**config.mk**
```make
export PLATFORM = sky130hd
export DESIGN_NAME = spi_slave
export DESIGN_NICKNAME = d
export VERILOG_FILES = /design/src/rtl/spi_slave.sv
export SDC_FILE = /design/constraint.sdc
export NUM_CORES = 1
export LEC_CHECK = 0
export ABC_CLOCK_PERIOD_IN_PS = 5300
export BUFFER_PORTS_ARGS = -buffer_cell sky130_fd_sc_hd__buf_4
export CORE_UTILIZATION = 30
export CTS_CLUSTER_SIZE = 28
export DETAILED_ROUTE_END_ITERATION = 6
export GPL_ROUTABILITY_DRIVEN = 0
export PLACE_DENSITY = 0.55
export SLEW_MARGIN = 20
export SYNTH_ARGS = -nofsm -noshare
export SYNTH_HDL_FRONTEND = slang
export SYNTH_SLANG_ARGS = --single-unit
```
**constraint.sdc**
```tcl
create_clock -name clk -period 5.3 [get_ports clk]
set_input_delay 0.795 -clock clk [delete_from_list [all_inputs] [get_ports clk]]
set_output_delay 0.795 -clock clk [all_outputs]
set_load 0.02 [all_outputs]
```
**src/rtl/spi_slave.sv**
```systemverilog
// spi_slave: serial front end of the SPI-to-RAM subsystem.
// Deserialises 10-bit MOSI frames (MSB first) into rx_data with a one-cycle
// rx_valid strobe, and serialises 8-bit RAM read data back onto MISO after a
// read-data frame. A read-address frame must precede each read-data frame;
// rd_addr_seen remembers which of the two a "1x" command frame is.
// Optional feature: define SPI_SLAVE_MISO_OE_EN to add the miso_oe output,
// which is high exactly on the cycles MISO carries a read-data bit.
module spi_slave (
    input  logic       clk,
    input  logic       rst_n,
    input  logic       SS_n,
    input  logic       MOSI,
    output logic       MISO,
    output logic [9:0] rx_data,
    output logic       rx_valid,
    input  logic [7:0] tx_data,
    input  logic       tx_valid
`ifdef SPI_SLAVE_MISO_OE_EN
    ,
    output logic       miso_oe
`endif
);

    typedef enum logic [2:0] {
        IDLE,
        CHK_CMD,
        WRITE,
        READ_ADD,
        READ_DATA
    } state_t;

    // Progress within a frame once the command bit has been decoded:
    // shifting payload bits, waiting for RAM data, driving MISO, or finished.
    typedef enum logic [1:0] {
        PH_SHIFT,
        PH_WAIT_TX,
        PH_SEND,
        PH_DONE
    } phase_t;

    state_t     state;
    state_t     next_state;
    phase_t     phase;

    logic [3:0] bit_cnt;
    logic [8:0] shift_reg;
    logic       rd_addr_seen;
    logic [6:0] tx_shift;
    logic [2:0] tx_cnt;

    logic       in_frame;
    logic       frame_last;
    logic       load_tx;
    logic       send_bit;
    logic       send_end;

    // State register.
    always_ff @(posedge clk or negedge rst_n) begin
        if (!rst_n) begin
            state <= IDLE;
        end else begin
            state <= next_state;
        end
    end

    // Next-state decode; the command bit in CHK_CMD picks the frame type.
    always_comb begin
        next_state = state;
        case (state)
            IDLE: begin
                if (!SS_n) begin
                    next_state = CHK_CMD;
                end
            end
            CHK_CMD: begin
                if (SS_n) begin
                    next_state = IDLE;
                end else if (!MOSI) begin
                    next_state = WRITE;
                end else if (rd_addr_seen) begin
                    next_state = READ_DATA;
                end else begin
                    next_state = READ_ADD;
                end
            end
            WRITE, READ_ADD, READ_DATA: begin
                if (SS_n) begin
                    next_state = IDLE;
                end
            end
            default: begin
                next_state = IDLE;
            end
        endcase
    end

    // Event strobes shared by the datapath blocks below.
    always_comb begin
        in_frame   = (state == WRITE) || (state == READ_ADD) || (state == READ_DATA);
        frame_last = !SS_n && in_frame && (phase == PH_SHIFT) && (bit_cnt == 4'd9);
        load_tx    = !SS_n && (state == READ_DATA) && (phase == PH_WAIT_TX) && tx_valid;
        send_bit   = !SS_n && (phase == PH_SEND) && (tx_cnt != 3'd0);
        send_end   = !SS_n && (phase == PH_SEND) && (tx_cnt == 3'd0);
    end

    // Frame phase tracking; SS_n high always rewinds to the shifting phase.
    always_ff @(posedge clk or negedge rst_n) begin
        if (!rst_n) begin
            phase <= PH_SHIFT;
        end else if (SS_n) begin
            phase <= PH_SHIFT;
        end else if (frame_last) begin
            phase <= (state == READ_DATA) ? PH_WAIT_TX : PH_DONE;
        end else if (load_tx) begin
            phase <= PH_SEND;
        end else if (send_end) begin
            phase <= PH_DONE;
        end
    end

    // Bit counter and shift register collecting the first nine frame bits.
    always_ff @(posedge clk or negedge rst_n) begin
        if (!rst_n) begin
            bit_cnt   <= 4'd0;
            shift_reg <= 9'd0;
        end else if (SS_n) begin
            bit_cnt   <= 4'd0;
            shift_reg <= 9'd0;
        end else if (state == CHK_CMD) begin
            bit_cnt   <= 4'd1;
            shift_reg <= {shift_reg[7:0], MOSI};
        end else if (in_frame && (phase == PH_SHIFT)) begin
            bit_cnt   <= bit_cnt + 4'd1;
            shift_reg <= {shift_reg[7:0], MOSI};
        end
    end

    // Frame completion: publish the frame, pulse rx_valid, track read pairing.
    always_ff @(posedge clk or negedge rst_n) begin
        if (!rst_n) begin
            rx_data      <= 10'd0;
            rx_valid     <= 1'b0;
            rd_addr_seen <= 1'b0;
        end else begin
            rx_valid <= 1'b0;
            if (frame_last) begin
                rx_data  <= {shift_reg, MOSI};
                rx_valid <= 1'b1;
                if (state == READ_ADD) begin
                    rd_addr_seen <= 1'b1;
                end else if (state == READ_DATA) begin
                    rd_addr_seen <= 1'b0;
                end
            end
        end
    end

    // Readout: MSB goes out on the latching edge, the other seven follow.
    always_ff @(posedge clk or negedge rst_n) begin
        if (!rst_n) begin
            MISO     <= 1'b0;
            tx_shift <= 7'd0;
            tx_cnt   <= 3'd0;
        end else if (SS_n) begin
            MISO     <= 1'b0;
            tx_shift <= 7'd0;
            tx_cnt   <= 3'd0;
        end else if (load_tx) begin
            MISO     <= tx_data[7];
            tx_shift <= tx_data[6:0];
            tx_cnt   <= 3'd7;
        end else if (send_bit) begin
            MISO     <= tx_shift[6];
            tx_shift <= {tx_shift[5:0], 1'b0};
            tx_cnt   <= tx_cnt - 3'd1;
        end else if (send_end) begin
            MISO     <= 1'b0;
        end
    end

`ifdef SPI_SLAVE_MISO_OE_EN
    // Output enable follows exactly the cycles a data bit is on MISO.
    always_ff @(posedge clk or negedge rst_n) begin
        if (!rst_n) begin
            miso_oe <= 1'b0;
        end else begin
            miso_oe <= load_tx || send_bit;
        end
    end
`endif

endmodule

```
==> results.yml <==
outcome:
  status: "complete, no violations"
drt:
  drtAntennaViolNets: 0
  topRoutingLayerUsed: "met4"
  post-route-drc-count: 0
  routed_wl_um: 3946
  wl_per_cell_um: 14.19
  wl_met1_um: 2108
  vias_per_cell: 5.043
  wl_met2_um: 1634
  first_iter_violations: 66
  num_vias: 1402
  route.met3.wl_um: 125
  first_pass_iters: 4
placed_design:
  placed_area_um2: 2266
  port_buffers: 24
  place_ws_ps: 2933
  dp.cells: 270
  hpwl_um: 2655
global_routing:
  grt_util_all_layers: 0.1209
  grt_first_pass_wirelength_um: 6706
  grt_max_degree: 42
  grt_pass1_vias: 1353
  antenna_found_initial: 0
  overflow: 0
sta:
  fmax_mhz: 487.5
  slew-limit-headroom: 0.4574
  rsz0062_at_grt: "no"
  clock_skew_ps: 7.121
  period_share: 0.3871
  tightest_slew_ps: 811.5
  hold_slack_ps: 474.1
  finalSetupTns_ps: 0
  fin_ws_ps: 3249
  fin_crit_ps: 2051
  setup_viol: 0
  final_hold_viol_count: 0
  slew_viol_final: 0
clock_network:
  cts-buffers-inserted: 5
  clock-sinks: 41
  clock_path_buffers: 2
  clk_latency_ps: 300
  cts_root_buffer: "clkbuf_8"
  hold_buffers: 0
  postCtsSetupBuffers: 0
  cts_resized: 0
  htreeDepth: 2
  clk_pin_slew_worst_paths_ps: 80
  tritoncts: "yes"
setup_path:
  path_cells: "or3b_1 -> o211ai_2 -> mux2i_1"
  r2r_slack_ps: 3250
  critPathCaptureType: "flip-flop"
  worstSetupPathType: "reg -> reg"
  crit_start: "state[1]$_DFFE_PN0P_"
  reg2reg_from: "state[1]$_DFFE_PN0P_"
  cpMaxStageDelayCell: "o211ai_2"
  crit_path_max_incr_delay_ps: 620
  required_ps: 5510
  cp-start-kind: "flip-flop"
  path_max_fanout: 11
  critical_path_arrival_ps: 2270
layout:
  drive_above_1_share: 0.2836
  fin_area_um2: 2362
  fin_nets: 217
  post-route-util: 0.3617
  fin_cells: 278
  n_antenna_cell: 0
  final_common_cell: "dfrtp_1"
  largest_reg_flops: 10
  fillers: 674
  synthToLayoutAreaGrowth_pct: 13.53
  final_cell_mix: "dfrtp_1 (41), nand2_1 (24), buf_4 (24), nor3_1 (12)"
power:
  p_leak_nw: 1.108
  ir_drop_uv: 125.9
  power_mw: 0.5882
  pwr_density_cell_nw_per_um2: 249.0
synthesis:
  synth.distinct_cells: 47
  synth-edff-count: 0
  synth_seq_cells: 41
  synthCells: 180
  ys.flop_type: "dfrtp_1"
  synthArstFlopShare: 1.000
  syn_nets: 197
  synth_area_per_cell_um2: 11.56
  ys_seq_area_frac: 0.4931
  synth_area_um2: 2081
  yosysWarnings: 0
floorplan:
  io_pins: 25
  row_count: 29
  die_h_um: 85.28
  start_util: 0.3186
  core_area_um2: 6531
  die_x_um: 85.28
  die_area_um2: 7273
hold_path:
  min_path_type: "in -> async"
flow_run:
  drv_cap: 0
==> where the power goes <==
part           internal [mW]  total (mW)  switching (mW)
clock network          0.106       0.220           0.115
registers              0.317       0.322         0.00576
logic                 0.0189      0.0453          0.0264
total                  0.441       0.588           0.147
==> cells in the mapped netlist, drive strengths merged (3+ instances only) <==
cell	count	area [µm²]
a311oi	7	98.85
dfrtp	41	1026
buf	9	83.82
nand2	24	90.09
nor3	12	60.06
nand3	3	15.01
o211ai	5	47.54
a31oi	3	18.77
nor2	5	18.77
mux2	11	146.4
inv	11	41.29
ha	4	50.05
mux2i	11	110.1
==> path summary, 6_finish.rpt <==
path | end | cells after the start
max | shift_reg[6]$_DFFE_PN0P_ | 3
min | rx_data[5]$_DFFE_PN0P_ | 1
max reg2reg | shift_reg[6]$_DFFE_PN0P_ | 3
min reg2reg | rx_data[1]$_DFFE_PN0P_ | 1
max in group asynchronous | bit_cnt[1]$_DFFE_PN0P_ | 1
min in group clk | rx_data[1]$_DFFE_PN0P_ | 1
==> metal layers <==
| metal | track usage | up-vias |
|---|---|---|
| met5 | 0 | - |
| met1 | 0.1715 | 688 |
| met2 | 0.1694 | 18 |
| met3 | 0.03210 | 7 |
| li1 | - | 689 |
| met4 | 0.06061 | 0 |
==> critical path, delay by kind of cell, from the launching register on <==
family / cells / cell delay (ps)
multiplexers: 1 / 270
AO/OA/AOI/OAI: 1 / 620
AND/OR/NAND/NOR: 1 / 590
flip-flops: 1 / 500
==> kinds of logic (layout without fill, tap and decap cells) <==
kind of cell | after synthesis | count (layout) | synth area share
simple gates | 62 | 62 | 0.1642
compound gates | 28 | 28 | 0.1275
buf+inv | 22 | 43 | 0.06374
fa+ha+maj | 4 | 4 | 0.02405
flops | 41 | 41 | 0.4931
mux | 22 | 22 | 0.1233
xor+xnor | 1 | 1 | 0.004210
==> layout make-up <==
type,instances,area (µm²),share of cell area
repair buffers,24,180.2,0.07627
clock inverters,2,13.76,0.005826
clock buffers,6,82.58,0.03496
well taps,77,96.34,0.04078
flip-flops and latches,41,1026,0.4343
inverters,11,41.29,0.01748
multi-input cells,117,922.1,0.3904
Power figures use the tool's default switching activity.
